<file path="src/rtl/apb_completer_regfile_pkg.sv">
`default_nettype none
// ============================================================================
// Package  : apb_completer_regfile_pkg
// Brief    : Shared APB types and widths for the completer register file,
//            its requester and their benches.
// Revision : 1.0  initial release
// ============================================================================
package apb_completer_regfile_pkg;

  localparam int unsigned APB_ADDR_W = 8;
  localparam int unsigned APB_DATA_W = 8;
  localparam int unsigned APB_WAIT_W = 4;

  typedef enum logic [0:0] {
    IDLE   = 1'b0,
    ACCESS = 1'b1
  } apb_state_t;

endpackage : apb_completer_regfile_pkg
`default_nettype wire

</file>
<file path="src/rtl/apb_completer_regfile_if.sv">
`default_nettype none
// ============================================================================
// Interface : apb_completer_regfile_if
// Brief     : APB bus bundle between one requester slave-select and one
//             completer; master = requester side, slave = completer side.
// Revision  : 1.0  initial release
// ============================================================================
interface apb_completer_regfile_if
  import apb_completer_regfile_pkg::*;
#(
  parameter int unsigned ADDR_W = APB_ADDR_W,
  parameter int unsigned DATA_W = APB_DATA_W
);

  logic              psel;
  logic              penable;
  logic              pwrite;
  logic [ADDR_W-1:0] paddr;
  logic [DATA_W-1:0] pwdata;
  logic [DATA_W-1:0] prdata;
  logic              pready;
  logic              pslverr;

  modport master (
    output psel, penable, pwrite, paddr, pwdata,
    input  prdata, pready, pslverr
  );

  modport slave (
    input  psel, penable, pwrite, paddr, pwdata,
    output prdata, pready, pslverr
  );

endinterface : apb_completer_regfile_if
`default_nettype wire

</file>
<file path="src/rtl/apb_completer_regfile_mem.sv">
`default_nettype none
// ============================================================================
// Module   : apb_completer_regfile_mem
// Brief    : MEM_DEPTH x DATA_W storage array. Synchronous write port,
//            combinational read port, whole array cleared on preset.
// Revision : 1.0  initial release
// ============================================================================
module apb_completer_regfile_mem
  import apb_completer_regfile_pkg::*;
#(
  parameter int unsigned ADDR_W    = APB_ADDR_W,
  parameter int unsigned DATA_W    = APB_DATA_W,
  parameter int unsigned MEM_DEPTH = 256
) (
  input  logic              pclk,
  input  logic              preset,
  input  logic              we_i,
  input  logic [ADDR_W-1:0] waddr_i,
  input  logic [DATA_W-1:0] wdata_i,
  input  logic [ADDR_W-1:0] raddr_i,
  output logic [DATA_W-1:0] rdata_o
);

  logic [DATA_W-1:0] mem_q [MEM_DEPTH];

  // Storage: cleared asynchronously; the caller only raises we_i for in-range addresses
  always_ff @(posedge pclk or posedge preset) begin
    if (preset) begin
      mem_q <= '{default: '0};
    end else if (we_i) begin
      mem_q[waddr_i] <= wdata_i;
    end
  end

  // Read port: out-of-range addresses read as zero so no unimplemented row is ever touched
  always_comb begin
    rdata_o = '0;
    if ({{(32-ADDR_W){1'b0}}, raddr_i} < MEM_DEPTH) begin
      rdata_o = mem_q[raddr_i];
    end
  end

endmodule : apb_completer_regfile_mem
`default_nettype wire

</file>
<file path="src/rtl/apb_completer_regfile.sv">
`default_nettype none
// ============================================================================
// Module   : apb_completer_regfile
// Brief    : APB completer fronting a byte-wide register file. Inserts
//            WAIT_STATES stall cycles, flags out-of-range addresses with
//            PSLVERR and abandons transfers cleanly on protocol violations.
// Revision : 1.0  initial release
// ============================================================================
module apb_completer_regfile
  import apb_completer_regfile_pkg::*;
#(
  parameter int unsigned ADDR_W      = APB_ADDR_W,
  parameter int unsigned DATA_W      = APB_DATA_W,
  parameter int unsigned MEM_DEPTH   = 256,
  parameter int unsigned WAIT_STATES = 0
) (
  input  logic                   pclk,
  input  logic                   preset,
  apb_completer_regfile_if.slave bus
);

  // The stall counter is APB_WAIT_W bits wide; larger settings cannot be represented
  if (WAIT_STATES > ((1 << APB_WAIT_W) - 1)) begin : g_bad_wait_states
    $error("apb_completer_regfile: WAIT_STATES exceeds the stall counter range");
  end

  localparam logic [APB_WAIT_W-1:0] c_wait_load = WAIT_STATES[APB_WAIT_W-1:0];
  localparam logic [APB_WAIT_W-1:0] c_one       = {{(APB_WAIT_W-1){1'b0}}, 1'b1};

  apb_state_t            state_q;
  logic [ADDR_W-1:0]     addr_q;
  logic                  write_q;
  logic                  err_q;
  logic [APB_WAIT_W-1:0] cnt_q;
  logic [DATA_W-1:0]     prdata_q;
  logic                  pready_q;
  logic                  pslverr_q;

  logic                  setup;
  logic                  addr_err;
  logic                  mem_we;
  logic [DATA_W-1:0]     mem_rdata;

  // A setup phase is recognised in either state; in ACCESS it acts as a restart
  assign setup    = bus.psel & ~bus.penable;
  assign addr_err = ({{(32-ADDR_W){1'b0}}, bus.paddr} >= MEM_DEPTH);

  // Commit only on the completing edge of a good write, to the address latched at setup
  assign mem_we = (state_q == ACCESS) & bus.psel & bus.penable & pready_q
                & write_q & ~err_q;

  // Transfer FSM: pready_q is kept equal to (cnt_q == 0) while in ACCESS
  always_ff @(posedge pclk or posedge preset) begin
    if (preset) begin
      state_q   <= IDLE;
      addr_q    <= '0;
      write_q   <= 1'b0;
      err_q     <= 1'b0;
      cnt_q     <= '0;
      prdata_q  <= '0;
      pready_q  <= 1'b0;
      pslverr_q <= 1'b0;
    end else if (setup) begin
      state_q   <= ACCESS;
      addr_q    <= bus.paddr;
      write_q   <= bus.pwrite;
      err_q     <= addr_err;
      cnt_q     <= c_wait_load;
      pready_q  <= (c_wait_load == '0);
      pslverr_q <= (c_wait_load == '0) & addr_err;
      if (!bus.pwrite) begin
        prdata_q <= addr_err ? '0 : mem_rdata;
      end
    end else if (state_q == ACCESS) begin
      if (!bus.psel || pready_q) begin
        // Completion or abort: either way the bus returns to idle
        state_q   <= IDLE;
        pready_q  <= 1'b0;
        pslverr_q <= 1'b0;
      end else begin
        cnt_q     <= cnt_q - c_one;
        pready_q  <= (cnt_q == c_one);
        pslverr_q <= (cnt_q == c_one) & err_q;
      end
    end
  end

  apb_completer_regfile_mem #(
    .ADDR_W    (ADDR_W),
    .DATA_W    (DATA_W),
    .MEM_DEPTH (MEM_DEPTH)
  ) u_mem (
    .pclk    (pclk),
    .preset  (preset),
    .we_i    (mem_we),
    .waddr_i (addr_q),
    .wdata_i (bus.pwdata),
    .raddr_i (bus.paddr),
    .rdata_o (mem_rdata)
  );

  assign bus.prdata  = prdata_q;
  assign bus.pready  = pready_q;
  assign bus.pslverr = pslverr_q;

endmodule : apb_completer_regfile
`default_nettype wire
</file>
<file path="src/flat_wrapper.sv">
// flat-port wrapper written by rule: the top's interface ports become plain ports
module apb_completer_regfile_flat import apb_completer_regfile_pkg::*;
#(
  parameter int unsigned ADDR_W      = APB_ADDR_W,
  parameter int unsigned DATA_W      = APB_DATA_W,
  parameter int unsigned MEM_DEPTH   = 256,
  parameter int unsigned WAIT_STATES = 0
)
  (pclk, preset, bus_psel, bus_penable, bus_pwrite, bus_paddr, bus_pwdata, bus_prdata, bus_pready, bus_pslverr);
  apb_completer_regfile_if #(.ADDR_W(ADDR_W), .DATA_W(DATA_W)) bus_i ();
  input  logic pclk;
  input  logic preset;
  input wire logic [$bits(bus_i.psel)-1:0] bus_psel;
  input wire logic [$bits(bus_i.penable)-1:0] bus_penable;
  input wire logic [$bits(bus_i.pwrite)-1:0] bus_pwrite;
  input wire logic [$bits(bus_i.paddr)-1:0] bus_paddr;
  input wire logic [$bits(bus_i.pwdata)-1:0] bus_pwdata;
  output wire logic [$bits(bus_i.prdata)-1:0] bus_prdata;
  output wire logic [$bits(bus_i.pready)-1:0] bus_pready;
  output wire logic [$bits(bus_i.pslverr)-1:0] bus_pslverr;
  assign bus_i.psel = bus_psel;
  assign bus_i.penable = bus_penable;
  assign bus_i.pwrite = bus_pwrite;
  assign bus_i.paddr = bus_paddr;
  assign bus_i.pwdata = bus_pwdata;
  assign bus_prdata = bus_i.prdata;
  assign bus_pready = bus_i.pready;
  assign bus_pslverr = bus_i.pslverr;
  apb_completer_regfile #(.ADDR_W(ADDR_W), .DATA_W(DATA_W), .MEM_DEPTH(MEM_DEPTH), .WAIT_STATES(WAIT_STATES)) u_core (.pclk(pclk), .preset(preset), .bus(bus_i));
endmodule
</file>
<file path="config.mk">
export PLATFORM = sky130hd
export DESIGN_NAME = apb_completer_regfile_flat
export DESIGN_NICKNAME = d
export VERILOG_FILES = /design/src/rtl/apb_completer_regfile_pkg.sv /design/src/rtl/apb_completer_regfile_if.sv /design/src/rtl/apb_completer_regfile_mem.sv /design/src/rtl/apb_completer_regfile.sv /design/src/flat_wrapper.sv
export SDC_FILE = /design/constraint.sdc
export NUM_CORES = 2
export LEC_CHECK = 0
export BUFFER_PORTS_ARGS = -buffer_cell sky130_fd_sc_hd__buf_2
export CAP_MARGIN = 20
export CORE_UTILIZATION = 65
export CTS_CLUSTER_SIZE = 10
export DETAILED_ROUTE_END_ITERATION = 10
export PLACE_DENSITY = 0.87
export SYNTH_ARGS = -nofsm -noshare
export SYNTH_HDL_FRONTEND = slang
export SYNTH_SLANG_ARGS = --single-unit
export TNS_END_PERCENT = 10
</file>
<file path="constraint.sdc">
create_clock -name pclk -period 215.5 [get_ports pclk]
set_clock_uncertainty 0.05 [all_clocks]
set_input_delay 53.875 -clock pclk [delete_from_list [all_inputs] [get_ports pclk]]
set_output_delay 53.875 -clock pclk [all_outputs]
set_load 0.005 [all_outputs]
</file>
==> impl_metrics.ini <==
[setup_path]
path_class = input port to register
regToRegStartpoint = u_core.state_q$_DFF_PP0_
r2r_end = u_core.u_mem.mem_q[655]$_DFFE_PP0P_
ff2ff_path_depth = 6
end_kind = register
worstPathArrival_ns = 59.82
r2r_slack_ns = 211.67
cp-start-kind = input port
cp_max_fo = 64
critPathRequiredTime_ns = 216.18

[timing]
finalCritPeriodShare_pct = 27.4
min_period_ns = 59.15
relSlewSlack_pct = 18.8
hold_violations = 0
setup-tns-final_ns = 0
worstMarginPinSlew_ns = 1.22
grt_setup_unrepaired = no
setup_violations = 0
timing.fmax_mhz = 16.9
drv_slew = 0

[layout]
drive_above_1_share_pct = 47.2
fin_nets = 6098
stdcell_count = 8008
syn_to_final_growth_pct = 7.46
mostFrequentLayoutCells = 2,073 x mux2_2, 2,071 x dfrtp_1, 382 x mux4_2
final_common_cell = mux2_2

[worst_hold_path]
worstHoldPathCells = 2
hp-start = u_core.write_q$_DFFE_PP0P_
hold_end = u_core.write_q$_DFFE_PP0P_
hp-class = register to register

[logic_synthesis]
syn-num-nets = 6193
synthArstFlopShare_pct = 100
synth_edf_count = 0
yosysWarnings = 0
synthCells = 6170
ys_seq_area_share_pct = 54.6
syn_area_per_cell_sq_um = 15.4
yosys_most_used_dff = dfrtp_1
syn_area_sq_mm = 0.0950
ys_ff_latch = 2071
synth_cell_type_count = 75

[route]
drcViolationCount = 0
dr.first_iter.drc_count = 5845
ant_nets = 0
vias_per_cell = 7.12
firstDrtPassIters = 6
vias = 57000
wire_per_inst_microns = 30.8
wl_microns = 247000

[run_status]
outcome = complete, no violations

[floorplanning]
die_area_sq_mm = 0.148
die_h_microns = 384
start_util_pct = 65.8
fp-row-count = 139
die_w_microns = 384
ios = 31
fp.coreArea_sq_mm = 0.144

[power_and_ir_drop]
power_density_mw_per_mm2 = 7.53
p_leak_nw = 49.6
peakVddDrop_mv = 0.00713

[cts]
ctsHoldBuffers = 0
post_cts_resized = 0
postCtsSetupRepairBufs = 0
root_buffer = clkbuf_16
numClockSinks = 2071
clk_latency_ns = 0.85
cts_tree = built
h-tree-depth = 4
clkTransAtPathRegs_ns = 0.05
cts_made_buffers = 226
cts_buffer_depth = 3

[grt]
grt.total_usage_pct = 34.3
grt_pass1_wl_microns = 381000
antenna_found_initial = 10
grt_pass1_vias = 60100
grt-ovfl-total = 0
grt_max_degree = 193

[placement]
gp_congestion = 0.914
dp.cells = 7742
portBuffers = 29
dp_hpwl_microns = 152000

[flow_run]
drv_cap = 0
-- report_power, final --
group / internal, W / switching, W
clock network: 0.000188 / 0.000146
registers: 0.000391 / 0.00000270
logic: 0.0000101 / 0.0000304
total: 0.000590 / 0.000179
-- critical path, cell delays in order --
cell,delay (ns)
buf_8,0.50
buf_4,0.86
buf_4,0.78
buf_4,0.92
buf_4,0.82
mux4_2,0.60
a22o_1,0.28
a2111o_1,0.40
nand4_1,0.11
nor4_1,0.07
a221o_1,0.31
-- sequential cells by signal, indices dropped and copies added, names as in the netlist --
signal,flops
u_core.state_q,1
u_core.cnt_q,4
u_core.u_mem.mem_q,2048
u_core.write_q,1
u_core.addr_q,8
u_core.bus.pready,1
u_core.bus.prdata,8
-- metrics by stage --
stage	hold slack (ns)	cell area (sq um)	utilization, %	worst slack [ns]	power, W
2_1_floorplan	0.387	95000	-	103.07	0.000429
3_3_place_gp	0.401	95900	66.4	155.55	0.000439
3_5_place_dp	0.417	95900	66.4	155.50	0.000440
4_1_cts	0.439	102000	70.6	156.39	0.000770
5_1_grt	0.457	102000	70.7	156.08	0.000789
6_report	0.438	102000	70.7	156.36	0.000768
-- per-layer routing --
metal / vias up / part of all wire (%) / GRT usage, %
li1: 22700 / - / -
met1: 30700 / 39 / 47.5
met4: 8 / 5.2 / 16.5
met3: 716 / 9.5 / 8.59
met5: - / 0.022 / 0
met2: 2897 / 46 / 51.3
-- cell families after synthesis --
logic type                 synth area share [%]
and+or+nand+nor                            2.71
AOI/OAI and AO/OA                          2.55
other                                   0.00395
xor gates and xnor gates                0.00923
muxes                                      37.4
DFF                                        54.6
buffers and inverters                      2.75
adders and majority gates                0.0263
-- worst max-delay path by stage --
stage | start | to | slack, ns | cells past startpoint
final | bus_paddr[0] | u_core.bus.prdata[0]$_DFFE_PP0P_ | 156.36 | 11
after global routing | bus_paddr[0] | u_core.bus.prdata[0]$_DFFE_PP0P_ | 156.08 | 11
after CTS | bus_paddr[0] | u_core.bus.prdata[0]$_DFFE_PP0P_ | 156.39 | 11
after detailed placement | bus_paddr[0] | u_core.bus.prdata[0]$_DFFE_PP0P_ | 155.50 | 11
after global placement | bus_paddr[0] | u_core.bus.prdata[0]$_DFFE_PP0P_ | 155.55 | 11
after floorplan | preset | u_core.addr_q[0]$_DFFE_PP0P_ | 103.07 | 1
-- layout make-up --
type / count / area [sq um]
clock buffer: 243 / 5850
sequential: 2071 / 51800
timing repair buffer: 136 / 1200
antenna: 5 / 12.5
tap: 1903 / 2380
inverter: 10 / 47.5
multi-input combinational: 3630 / 40600
fill: 8792 / 42300
clock inverter: 10 / 138
-- synthesized netlist by cell type, types with 6 or more instances --
library cell | instances | area, sq um
mux2i_1 | 203 | 2030
mux4_4 | 7 | 175
nor4_1 | 18 | 113
nand2b_1 | 11 | 68.8
o22ai_1 | 68 | 425
o22a_1 | 7 | 61.3
o21ai_0 | 26 | 130
nor3_1 | 20 | 100
buf_4 | 27 | 203
nand2_1 | 206 | 773
dfrtp_1 | 2071 | 51800
o221ai_1 | 48 | 420
nor2_1 | 200 | 751
buf_6 | 31 | 349
inv_1 | 9 | 33.8
buf_8 | 29 | 435
mux2_2 | 2073 | 23300
buf_1 | 6 | 22.5
nand3_1 | 42 | 210
o2111ai_1 | 7 | 61.3
a211oi_1 | 14 | 105
or4_1 | 6 | 45.0
and2_1 | 11 | 68.8
o211ai_1 | 12 | 90.1
nor2b_1 | 13 | 81.3
clkbuf_1 | 315 | 1180
nand4_1 | 11 | 68.8
buf_2 | 39 | 195
mux4_2 | 382 | 8600
a2111oi_0 | 7 | 61.3
a221oi_1 | 10 | 87.6
nor2_2 | 10 | 62.6
clkbuf_8 | 7 | 96.3
a22o_1 | 12 | 105
a22oi_1 | 40 | 300
mux4_1 | 51 | 1340
a21oi_1 | 45 | 225
(Power assumes the default switching activity.)
